<file path="src/rtl/fetch_pkg.sv">
// Shared definitions for the instruction fetch controller.
// Holds FSM encodings and parameter defaults.
package fetch_pkg;

  localparam int unsigned ADDR_WIDTH_DEF = 10;
  localparam logic [31:0] RESET_PC_DEF = 32'h0000_0000;

  typedef enum logic [1:0] {
    S_IDLE   = 2'd0,
    S_FETCH  = 2'd1,
    S_DRAIN  = 2'd2,
    S_HALTED = 2'd3
  } fetch_state_e;

  // Word-aligned byte address from an arbitrary target.
  function automatic logic [31:0] align_pc(input logic [31:0] a);
    return {a[31:2], 2'b00};
  endfunction

endpackage

</file>
<file path="src/rtl/inst_fetch_ctrl.sv">
// Instruction fetch controller: pc, one-entry output slot,
// redirect/halt handling and transfer counter.
module inst_fetch_ctrl
  import fetch_pkg::*;
#(
  parameter int unsigned ADDR_WIDTH = ADDR_WIDTH_DEF,
  parameter logic [31:0] RESET_PC   = RESET_PC_DEF
) (
  input  logic        clock,
  input  logic        reset,
  input  logic        start,
  output logic [31:0] rom_addr,
  input  logic [31:0] rom_data,
  output logic        inst_valid,
  input  logic        inst_ready,
  output logic [31:0] inst_out,
  output logic [31:0] inst_pc,
  input  logic        redirect_valid,
  input  logic [31:0] redirect_pc,
  input  logic        halt_req,
  output logic        halted,
  output logic        misalign_err,
  output logic [31:0] fetch_count
);

  localparam logic [31:0] PC_MASK =
    32'((64'd1 << (ADDR_WIDTH + 2)) - 64'd1);

  fetch_state_e state_q, state_d;
  logic [31:0]  pc_q, pc_d;
  logic         valid_q, valid_d;
  logic [31:0]  out_q, out_d;
  logic [31:0]  ipc_q, ipc_d;
  logic         mis_q, mis_d;
  logic [31:0]  cnt_q, cnt_d;

  logic         xfer;
  logic         slot_free;
  logic [31:0]  pc_inc;
  logic [31:0]  redir_al;
  logic         redir_bad;

  assign xfer      = valid_q & inst_ready;
  assign slot_free = ~valid_q | inst_ready;
  assign pc_inc    = (pc_q + 32'd4) & PC_MASK;
  assign redir_al  = align_pc(redirect_pc);
  assign redir_bad = |redirect_pc[1:0];

  // Next-state, slot and counter logic.
  always_comb begin
    state_d = state_q;
    pc_d    = pc_q;
    valid_d = valid_q;
    out_d   = out_q;
    ipc_d   = ipc_q;
    mis_d   = mis_q;
    cnt_d   = cnt_q;
    if (xfer) cnt_d = cnt_q + 32'd1;
    unique case (state_q)
      S_IDLE: begin
        if (start) state_d = S_FETCH;
      end
      S_FETCH: begin
        if (redirect_valid) begin
          pc_d    = redir_al;
          valid_d = 1'b0;
          if (redir_bad) mis_d = 1'b1;
          if (halt_req) state_d = S_HALTED;
        end else if (halt_req) begin
          if (!slot_free) begin
            state_d = S_DRAIN;
          end else begin
            valid_d = 1'b0;
            state_d = S_HALTED;
          end
        end else if (slot_free) begin
          out_d   = rom_data;
          ipc_d   = pc_q;
          valid_d = 1'b1;
          pc_d    = pc_inc;
        end
      end
      S_DRAIN: begin
        if (redirect_valid) begin
          pc_d    = redir_al;
          valid_d = 1'b0;
          if (redir_bad) mis_d = 1'b1;
          state_d = S_HALTED;
        end else if (inst_ready) begin
          valid_d = 1'b0;
          state_d = S_HALTED;
        end
      end
      S_HALTED: begin
        if (start && !halt_req) state_d = S_FETCH;
      end
      default: state_d = S_IDLE;
    endcase
  end

  // State registers with asynchronous clear.
  always_ff @(posedge clock or negedge reset) begin
    if (!reset) begin
      state_q <= S_IDLE;
      pc_q    <= RESET_PC;
      valid_q <= 1'b0;
      out_q   <= '0;
      ipc_q   <= '0;
      mis_q   <= 1'b0;
      cnt_q   <= '0;
    end else begin
      state_q <= state_d;
      pc_q    <= pc_d;
      valid_q <= valid_d;
      out_q   <= out_d;
      ipc_q   <= ipc_d;
      mis_q   <= mis_d;
      cnt_q   <= cnt_d;
    end
  end

  assign rom_addr     = pc_q;
  assign inst_valid   = valid_q;
  assign inst_out     = out_q;
  assign inst_pc      = ipc_q;
  assign halted       = (state_q == S_HALTED);
  assign misalign_err = mis_q;
  assign fetch_count  = cnt_q;

endmodule

</file>
<file path="config.mk">
export PLATFORM = sky130hd
export DESIGN_NAME = inst_fetch_ctrl
export DESIGN_NICKNAME = d
export VERILOG_FILES = /design/src/rtl/fetch_pkg.sv /design/src/rtl/inst_fetch_ctrl.sv
export SDC_FILE = /design/constraint.sdc
export NUM_CORES = 1
export LEC_CHECK = 0
export ABC_AREA = 1
export CAP_MARGIN = 20
export CELL_PAD_IN_SITES_DETAIL_PLACEMENT = 2
export CELL_PAD_IN_SITES_GLOBAL_PLACEMENT = 2
export CORE_AREA = 5 5 154 156
export CTS_CLUSTER_DIAMETER = 60
export CTS_CLUSTER_SIZE = 20
export DETAILED_ROUTE_END_ITERATION = 8
export DIE_AREA = 0 0 159 161
export GPL_TIMING_DRIVEN = 0
export HOLD_SLACK_MARGIN = 0.03
export PLACE_DENSITY_LB_ADDON = 0.25
export SETUP_SLACK_MARGIN = 0.15
export SLEW_MARGIN = 40
export SYNTH_ARGS = -nofsm -noshare
export SYNTH_HDL_FRONTEND = slang
export SYNTH_SLANG_ARGS = --single-unit
</file>
<file path="constraint.sdc">
create_clock -name clock -period 1.8 [get_ports clock]
set_input_delay 0.36 -clock clock [delete_from_list [all_inputs] [get_ports clock]]
set_output_delay 0.36 -clock clock [all_outputs]
set_load 0.01 [all_outputs]
</file>
==> flow_metrics.tcl, run 1 <==
set metrics [dict create \
    finalSetupViolations 0 \
    avgRoutedWirePerCell_um 19.8 \
    area_delta_synth_final_pct 68.1 \
    grt_first_pass_wirelength_um 35900 \
    cp-end-kind "flop" \
    crit_top_cell "buf_4" \
    dieHeight_um 161 \
    vias_per_cell 4.58 \
    grt_pass1_vias 6230 \
    syn-cell-area_mm2 0.00568 \
    post-route-util_pct 42.9 \
    maxSlewViolCount 0 \
    die_w_um 159 \
    cpMaxStageDelayCell "dfrtp_1" \
    status "completed" \
    grtUsageTotal_pct 17.5 \
    maxCapViolCount 0 \
    core_area_mm2 0.0222 \
    rsz0062_at_grt "yes" \
    yosysTopAreaCell "dfrtp_1" \
    final_nets 957 \
    async_reset_ff_share_pct 100 \
    vias 5410 \
    syn_avg_cell_area_um2 9.48 \
    cp_cell_sequence "buf_4, buf_4, ha_4, inv_4, nand2_4, buf_4, buf_4, nand2_1, o21ai_0, nand2_1, o21ai_0" \
    min_period_over_period_pct 97.9 \
    p_leak_nw 4.68 \
    crit_required_ns 2.09 \
    htreeDepth 4 \
    netlist_top_cells_area "dfrtp_1, nand2_1, mux2_2" \
    synthCells 599 \
    cp_slowest_stage_delay_ns 0.39 \
    io_pins 201 \
    fin_ws_ns 0.0371 \
    synth_ff_type "dfrtp_1" \
    worst_slew_pin_slew_ns 0.519 \
    cts_made_buffers 17 \
    place_hpwl_um 15700 \
    period_minus_slack_ns 1.76 \
    yosys.area.top_type_share_pct 56.4 \
    path_class "flop to flop" \
    wl_um 23400 \
    arrival_ns 2.06 \
    finalHoldViolCount 0 \
    gp_congestion 0.792 \
    die_area_mm2 0.0256 \
    drive_above_1_share_pct 25.3 \
    fp-row-count 55 \
    start_util_pct 25.5 \
    final_cell_mix "dlygate4sd2_1, nand2_1, dfrtp_1" \
    clk_pin_slew_ns 0.07 \
    ys_ff_latch 128 \
    numClockSinks 128 \
    path_max_fanout 6 \
    cts_root_buf "clkbuf_16" \
    drcViolationCount 0 \
    synth_enable_flop_cells 0 \
    pre_cts_slack_ns -0.654 \
    cts_buffer_depth 2 \
    dr.first_iter.drc_count 158 \
    antenna_found_initial 2 \
    irDropWorstVdd_v 0.000572 \
    finalClockSkew_ns 0.0108 \
    start_kind "flop" \
    cts_tree "done" \
    io_buffers 196 \
    grt-ovfl-total 0 \
    yosysWarnings 0 \
    max_freq_mhz 567 \
    mostFrequentLayoutCell "dlygate4sd2_1" \
    yosysSeqAreaShare_pct 56.4 \
    power_density_mw_per_mm2 1510 \
    worstHoldPathType "primary input to asynchronous set/reset pin" \
    antenna_left 0 \
    relSlewSlack_pct 65.2 \
    clk_latency_ns 0.42 \
    dr.pass1.iters 4 \
    grt_start_max_net_pins 48 \
    yosysUniqueCellTypes 35 \
]
## area by class of cell
type                            instances  area, µm²
Tap cell                              285        357
Sequential cell                       128       3220
Inverter                               64        267
Antenna cell                            1       2.50
Multi-Input combinational cell        389       2400
Buffer                                 22        245
Clock inverter                         14        119
Timing Repair Buffer                  259       2500
Fill cell                            2359      12700
Clock buffer                           18        439
## per-stage QoR
stage          cells  cell area, µm²  hold slack (ns)  setup TNS, ns  power [mW]
4_1_cts         1161            9100            0.439              0        13.8
2_1_floorplan    602            5690           0.0644              0        6.94
3_3_place_gp    1083            8010            0.460        -678.93        10.0
5_1_grt         1179            9540            0.478         -0.344        15.3
3_5_place_dp    1085            8060            0.292         -48.96        10.3
6_report        1180            9550            0.445              0        14.4
## Yosys cell counts (3+ instances only)
cell        n
a21oi_1     4
buf_2       5
buf_4       9
clkbuf_1    6
dfrtp_1   128
ha_1        6
inv_1      62
mux2_1      3
mux2_2     30
nand2_1   138
nand2_2     3
nand3_1    44
nand3b_1    4
nand4_1     9
nor2_1     40
nor2_2      3
nor3_1      4
o21ai_0    59
o21ai_1     4
xnor2_1     6
xor2_1     14
## flip-flops by register name, indices dropped and copies added, names as in the netlist
name          cells
rom_addr         30
misalign_err      1
state_q           2
inst_pc          30
fetch_count      32
inst_valid        1
inst_out         32
## critical path, delay by kind of cell (launching register included)
kind	cells	cell delay [ns]
AO/OA/AOI/OAI	2	0.17
buffers and inverters	5	0.67
AND/OR/NAND/NOR	3	0.21
flip-flops	1	0.39
adder cells (fa/ha/maj)	1	0.18
## report_power, final
part           internal, mW  switching (mW)  total (mW)
registers              3.96           0.722        4.68
clock network          1.84            1.45        3.29
logic                  3.10            3.33        6.44
total                  8.90            5.51        14.4
## routing by layer
layer	GRT usage (%)	vias up	share of wire (%)
met3	5.28	20	5.0
met2	32.0	132	53
met5	0	-	0.098
met4	3.37	4	0.83
met1	20.4	2751	41
li1	-	2503	-
## final timing paths
| path | from | endpoint | slack, ns | depth (start not counted) |
|---|---|---|---|---|
| hold reg to reg | fetch_count[31] | fetch_count[31] | 0.49 | 2 |
| max in group asynchronous | reset | rom_addr[13] | 0.50 | 4 |
| setup reg to reg | state_q[1] | rom_addr[2] | 0.04 | 11 |
| hold / removal | reset | fetch_count[28] | 0.44 | 2 |
| setup / recovery | state_q[1] | rom_addr[2] | 0.04 | 11 |
| min in group clock | fetch_count[31] | fetch_count[31] | 0.49 | 2 |
## timing repair
action | 4_1_cts | 5_1_grt
endpoints found under the setup margin | 230 | 107
endpoints found under the hold margin | 46 | 0
hold buffers | 1 | 0
gates resized for setup | 222 | 94
cloned | 7 | 5
setup buffers | 36 | 13
pin swaps | 9 | 22
## cells by family (layout without fill, tap and decap cells)
group | count (synthesis) | after routing | synth area share, %
and+or+nand+nor | 251 | 251 | 19.3
DFF | 128 | 128 | 56.4
buffers and inverters | 86 | 377 | 6.39
AOI/OAI and AO/OA | 74 | 75 | 6.85
muxes | 33 | 33 | 6.54
xor gates and xnor gates | 20 | 20 | 3.09
adders and majority gates | 6 | 6 | 1.32
other | 1 | 5 | 0.0660
(Power assumes the default switching activity.)
==> inputs of run 2 (changes only) <==
--- a/config.mk
+++ b/config.mk
@@ -10,6 +10,7 @@
 export CELL_PAD_IN_SITES_DETAIL_PLACEMENT = 2
 export CELL_PAD_IN_SITES_GLOBAL_PLACEMENT = 2
 export CORE_AREA = 5 5 154 156
+export CTS_BUF_LIST = sky130_fd_sc_hd__clkbuf_8 sky130_fd_sc_hd__clkbuf_16
 export CTS_CLUSTER_DIAMETER = 60
 export CTS_CLUSTER_SIZE = 20
 export DETAILED_ROUTE_END_ITERATION = 8
@@ -18,7 +19,6 @@
 export HOLD_SLACK_MARGIN = 0.03
 export PLACE_DENSITY_LB_ADDON = 0.25
 export SETUP_SLACK_MARGIN = 0.15
-export SLEW_MARGIN = 40
 export SYNTH_ARGS = -nofsm -noshare
 export SYNTH_HDL_FRONTEND = slang
 export SYNTH_SLANG_ARGS = --single-unit
==> flow_metrics.tcl, run 2 (synthesis gave the netlist of run 1 again) <==
set metrics [dict create \
    maxSlewViolCount 0 \
    final_cell_mix "nand2_1, dlygate4sd2_1, dfrtp_1" \
    cts_made_buffers 17 \
    grt_start_max_net_pins 83 \
    mostFrequentLayoutCell "nand2_1" \
    avgRoutedWirePerCell_um 18.4 \
    cts_root_buf "clkbuf_16" \
    p_leak_nw 4.46 \
    start_kind "flop" \
    worstHoldPathType "primary input to asynchronous set/reset pin" \
    clk_latency_ns 0.41 \
    vias 5200 \
    dieHeight_um 161 \
    clk_pin_slew_ns 0.06 \
    start_util_pct 25.5 \
    die_w_um 159 \
    final_nets 927 \
    antenna_found_initial 2 \
    finalClockSkew_ns 0.00911 \
    io_pins 201 \
    wl_um 21100 \
    max_freq_mhz 596 \
    area_delta_synth_final_pct 59.3 \
    place_hpwl_um 15500 \
    drcViolationCount 0 \
    die_area_mm2 0.0256 \
    drive_above_1_share_pct 19.3 \
    vias_per_cell 4.52 \
    path_max_fanout 10 \
    io_buffers 196 \
    grtUsageTotal_pct 16.0 \
    crit_required_ns 2.09 \
    irDropWorstVdd_v 0.000562 \
    r2r_setup_slack_ns 0.12 \
    htreeDepth 4 \
    cts_tree "done" \
    numClockSinks 128 \
    maxCapViolCount 0 \
    post-route-util_pct 40.7 \
    cts_buffer_depth 2 \
    antenna_left 0 \
    core_area_mm2 0.0222 \
    rsz0062_at_grt "yes" \
    grt_first_pass_wirelength_um 33200 \
    rr_worst_depth 6 \
    arrival_ns 1.96 \
    grt_pass1_vias 5939 \
    finalHoldViolCount 0 \
    dr.pass1.iters 4 \
    grt-ovfl-total 0 \
    cp-end-kind "flop" \
    worstReg2RegStart "state_q[0]" \
    worst_hold_slack_ns 0.469 \
    total_power_mw 13.6 \
    path_class "flop to flop" \
    fp-row-count 55 \
    min_period_over_period_pct 93.2 \
    gp_congestion 0.792 \
    period_minus_slack_ns 1.68 \
    power_density_mw_per_mm2 1510 \
    timing.rr.end "inst_out[13]" \
    dr.first_iter.drc_count 84 \
    finalSetupViolations 0 \
    status "completed" \
]
run 2: cell count changes in the layout (fill, tap and decap cells not counted), sizes merged:
cell / previous run / this run
bufinv: 0 / 1
inv: 68 / 70
clkinv: 7 / 4
o211ai: 2 / 1
clkdlybuf4s50: 66 / 67
clkdlybuf4s15: 1 / 0
clkbuf: 22 / 23
buf: 82 / 51
clkinvlp: 3 / 4
run 2: worst max-delay path, stage by stage (launching register included):
cell and delay [ns]:
dfrtp_2 0.45, ha_4 0.18, inv_2 0.07, nor2_4 0.05, o211ai_4 0.21, buf_6 0.24
mux2_2 0.35
run 2: repair_timing:
| action | CTS | global route |
|---|---|---|
| setup buffers | 23 | 5 |
| resized for setup | 198 | 45 |
| gates cloned | 1 | 3 |
| pin swaps | 6 | 8 |
| endpoints found under the setup margin | 232 | 98 |
| endpoints found under the hold margin | 46 | 0 |
| hold buffers | 1 | 0 |
run 2: worst max path at each step:
stage | cells after the start | slack, ns | endpoint | from
2_1_floorplan | 7 | 0.19 | inst_out[30] | state_q[1]
3_3_place_gp | 1 | -4.98 | rom_addr[30] | reset
3_5_place_dp | 4 | -0.60 | inst_pc[3] | inst_ready
4_1_cts | 7 | 0.09 | inst_out[5] | state_q[1]
5_1_grt | 11 | 0.04 | rom_addr[4] | state_q[1]
6_report | 6 | 0.12 | inst_out[13] | state_q[0]
run 2: final cells by class:
type                            count  area, µm²
Sequential cell                   128       3210
Inverter                           64        263
Fill cell                        2420      13200
Clock buffer                       18        439
Buffer                             22        210
Multi-Input combinational cell    388       2310
Clock inverter                     14        133
Timing Repair inverter              1       8.76
Tap cell                          285        357
Timing Repair Buffer              229       2110
Antenna cell                        1       2.50
run 2: layer usage:
metal	part of all wire (%)	vias up	global-route usage, %
li1	-	2442	-
met1	41	2615	19.1
met2	52	125	28.2
met3	5.7	14	5.36
met4	0.84	4	3.10
met5	0.099	-	0
run 2: stage by stage:
step                      std cells  setup WS [ns]  setup TNS, ns  cell area (µm²)
final                          1150          0.122              0             9040
after global routing           1149         0.0425              0             9040
after CTS                      1141         0.0887              0             8850
after detailed placement       1084         -0.596         -46.53             8040
after global placement         1083          -4.98        -678.93             8010
after floorplan                 602          0.192              0             5690
run 2: power breakdown:
group,internal [mW],switching (mW)
combinational,2.66,2.97
clock,1.96,1.39
sequential,3.95,0.706
total,8.58,5.06
==> inputs of run 3 (changes only) <==
--- a/config.mk
+++ b/config.mk
@@ -6,7 +6,7 @@
 export NUM_CORES = 1
 export LEC_CHECK = 0
 export ABC_AREA = 1
-export CAP_MARGIN = 20
+export CAP_MARGIN = 25
 export CELL_PAD_IN_SITES_DETAIL_PLACEMENT = 2
 export CELL_PAD_IN_SITES_GLOBAL_PLACEMENT = 2
 export CORE_AREA = 5 5 154 156
@@ -19,6 +19,7 @@
 export HOLD_SLACK_MARGIN = 0.03
 export PLACE_DENSITY_LB_ADDON = 0.25
 export SETUP_SLACK_MARGIN = 0.15
+export SLEW_MARGIN = 20
 export SYNTH_ARGS = -nofsm -noshare
 export SYNTH_HDL_FRONTEND = slang
 export SYNTH_SLANG_ARGS = --single-unit
==> flow_metrics.tcl, run 3 (synthesis gave the netlist of run 1 again) <==
set metrics [dict create \
    arrival_ns 1.97 \
    power_density_mw_per_mm2 1490 \
    finalSetupViolations 0 \
    die_w_um 159 \
    io_buffers 196 \
    place_hpwl_um 15500 \
    gp_congestion 0.792 \
    start_util_pct 25.5 \
    relSlewSlack_pct 61.0 \
    crit_required_ns 2.09 \
    worst_slew_pin_slew_ns 0.581 \
    total_power_mw 13.6 \
    io_pins 201 \
    htreeDepth 4 \
    numClockSinks 128 \
    maxCapViolCount 0 \
    path_max_fanout 8 \
    clk_pin_slew_ns 0.06 \
    drive_above_1_share_pct 20.2 \
    wl_um 21700 \
    grt_first_pass_wirelength_um 33500 \
    grt_start_max_net_pins 83 \
    final_nets 930 \
    fp-row-count 55 \
    irDropWorstVdd_v 0.000526 \
    max_freq_mhz 596 \
    finalHoldViolCount 0 \
    dr.pass1.iters 4 \
    cts_buffer_depth 2 \
    clk_latency_ns 0.42 \
    period_minus_slack_ns 1.68 \
    cts_made_buffers 17 \
    core_area_mm2 0.0222 \
    start_kind "flop" \
    area_delta_synth_final_pct 61.7 \
    mostFrequentLayoutCell "nand2_1" \
    final.fill_count 2385 \
    worstHoldPathType "primary input to asynchronous set/reset pin" \
    rsz0062_at_grt "yes" \
    grt_pass1_vias 5891 \
    grtUsageTotal_pct 16.3 \
    grt-ovfl-total 0 \
    cp-end-kind "flop" \
    maxSlewViolCount 0 \
    cts_root_buf "clkbuf_16" \
    antenna_found_initial 2 \
    status "completed" \
    drcViolationCount 0 \
    tns_ns 0 \
    p_leak_nw 4.53 \
    avgRoutedWirePerCell_um 18.8 \
    vias 5186 \
    final_cell_mix "nand2_1, dlygate4sd2_1, dfrtp_1" \
    dieHeight_um 161 \
    path_class "flop to flop" \
    dr.first_iter.drc_count 92 \
    antenna_left 0 \
    die_area_mm2 0.0256 \
    finalClockSkew_ns 0.0116 \
    min_period_over_period_pct 93.3 \
    vias_per_cell 4.50 \
    cts_tree "done" \
]
==> run 3: cell count changes in the layout (fill, tap and decap cells not counted), moves of 3 or more <==
cell,delta
nand2_2,+5
nand2_1,-5
buf_12,+5
o21ai_1,-8
buf_6,-4
o21ai_0,+6
clkbuf_4,-3
clkbuf_16,+4
mux2_2,+4
inv_2,-3
==> run 3: report_power, final <==
group	leakage, nW	switching, mW	internal (mW)
clock network	0.271	1.45	1.84
registers	1.62	0.685	3.95
logic	2.64	2.99	2.73
==> run 3: per-layer routing <==
metal	GRT usage, %	routed length, µm
met4	4.27	255
met1	19.5	9060
met5	0	21
met3	4.72	1050
met2	28.7	11300
==> run 3: timing repair <==
item | in CTS | in global routing
pin swaps | 4 | 19
gates cloned | 1 | 6
hold buffers | 1 | 0
setup endpoints to repair | 231 | 101
gates resized for setup | 196 | 52
buffers inserted | 24 | 5
endpoints found under the hold margin | 46 | 0
==> run 3: cell type report <==
type                       instances  area, µm²  area share, %
sequential                       128       3210           35.0
timing repair buffer             234       2240           24.4
tap                              285        357           3.88
inverter                          64        263           2.86
multi-input combinational        388       2300           25.1
antenna                            1       2.50         0.0273
clock buffer                      18        439           4.78
buffer                            21        249           2.71
clock inverter                    14        119           1.29
==> run 3: worst max-delay path: stages, from the launching register on <==
cell and delay, ns:
dfrtp_1 0.40, inv_2 0.09, ha_4 0.15, inv_4 0.04, nor2_4 0.15, o211ai_4 0.12
buf_12 0.17, clkbuf_16 0.16, mux2_2 0.26
==> run 3: path summary, 6_finish.rpt <==
path / slack [ns] / depth (start not counted) / to / from
worst max-delay path: 0.12 / 8 / inst_out[8] / state_q[1]
worst min-delay path: 0.45 / 2 / fetch_count[28] / reset
worst max register to register: 0.12 / 8 / inst_out[8] / state_q[1]
worst min register to register: 0.49 / 2 / inst_pc[17] / inst_pc[17]
max in group asynchronous: 0.59 / 3 / inst_pc[23] / reset
min in group clock: 0.49 / 2 / inst_pc[17] / inst_pc[17]
==> run 3: stage by stage <==
stage / cell area, µm² / hold WS, ns / setup WS (ns) / instances / utilization [%]
final: 9180 / 0.445 / 0.121 / 1153 / 41.3
after global routing: 9180 / 0.478 / 0.0421 / 1152 / 41.3
after CTS: 8870 / 0.439 / 0.0975 / 1142 / 39.9
after detailed placement: 8040 / 0.293 / -0.666 / 1084 / 36.2
after global placement: 8010 / 0.460 / -4.98 / 1083 / 36.0
after floorplan: 5690 / 0.0644 / 0.192 / 602 / -
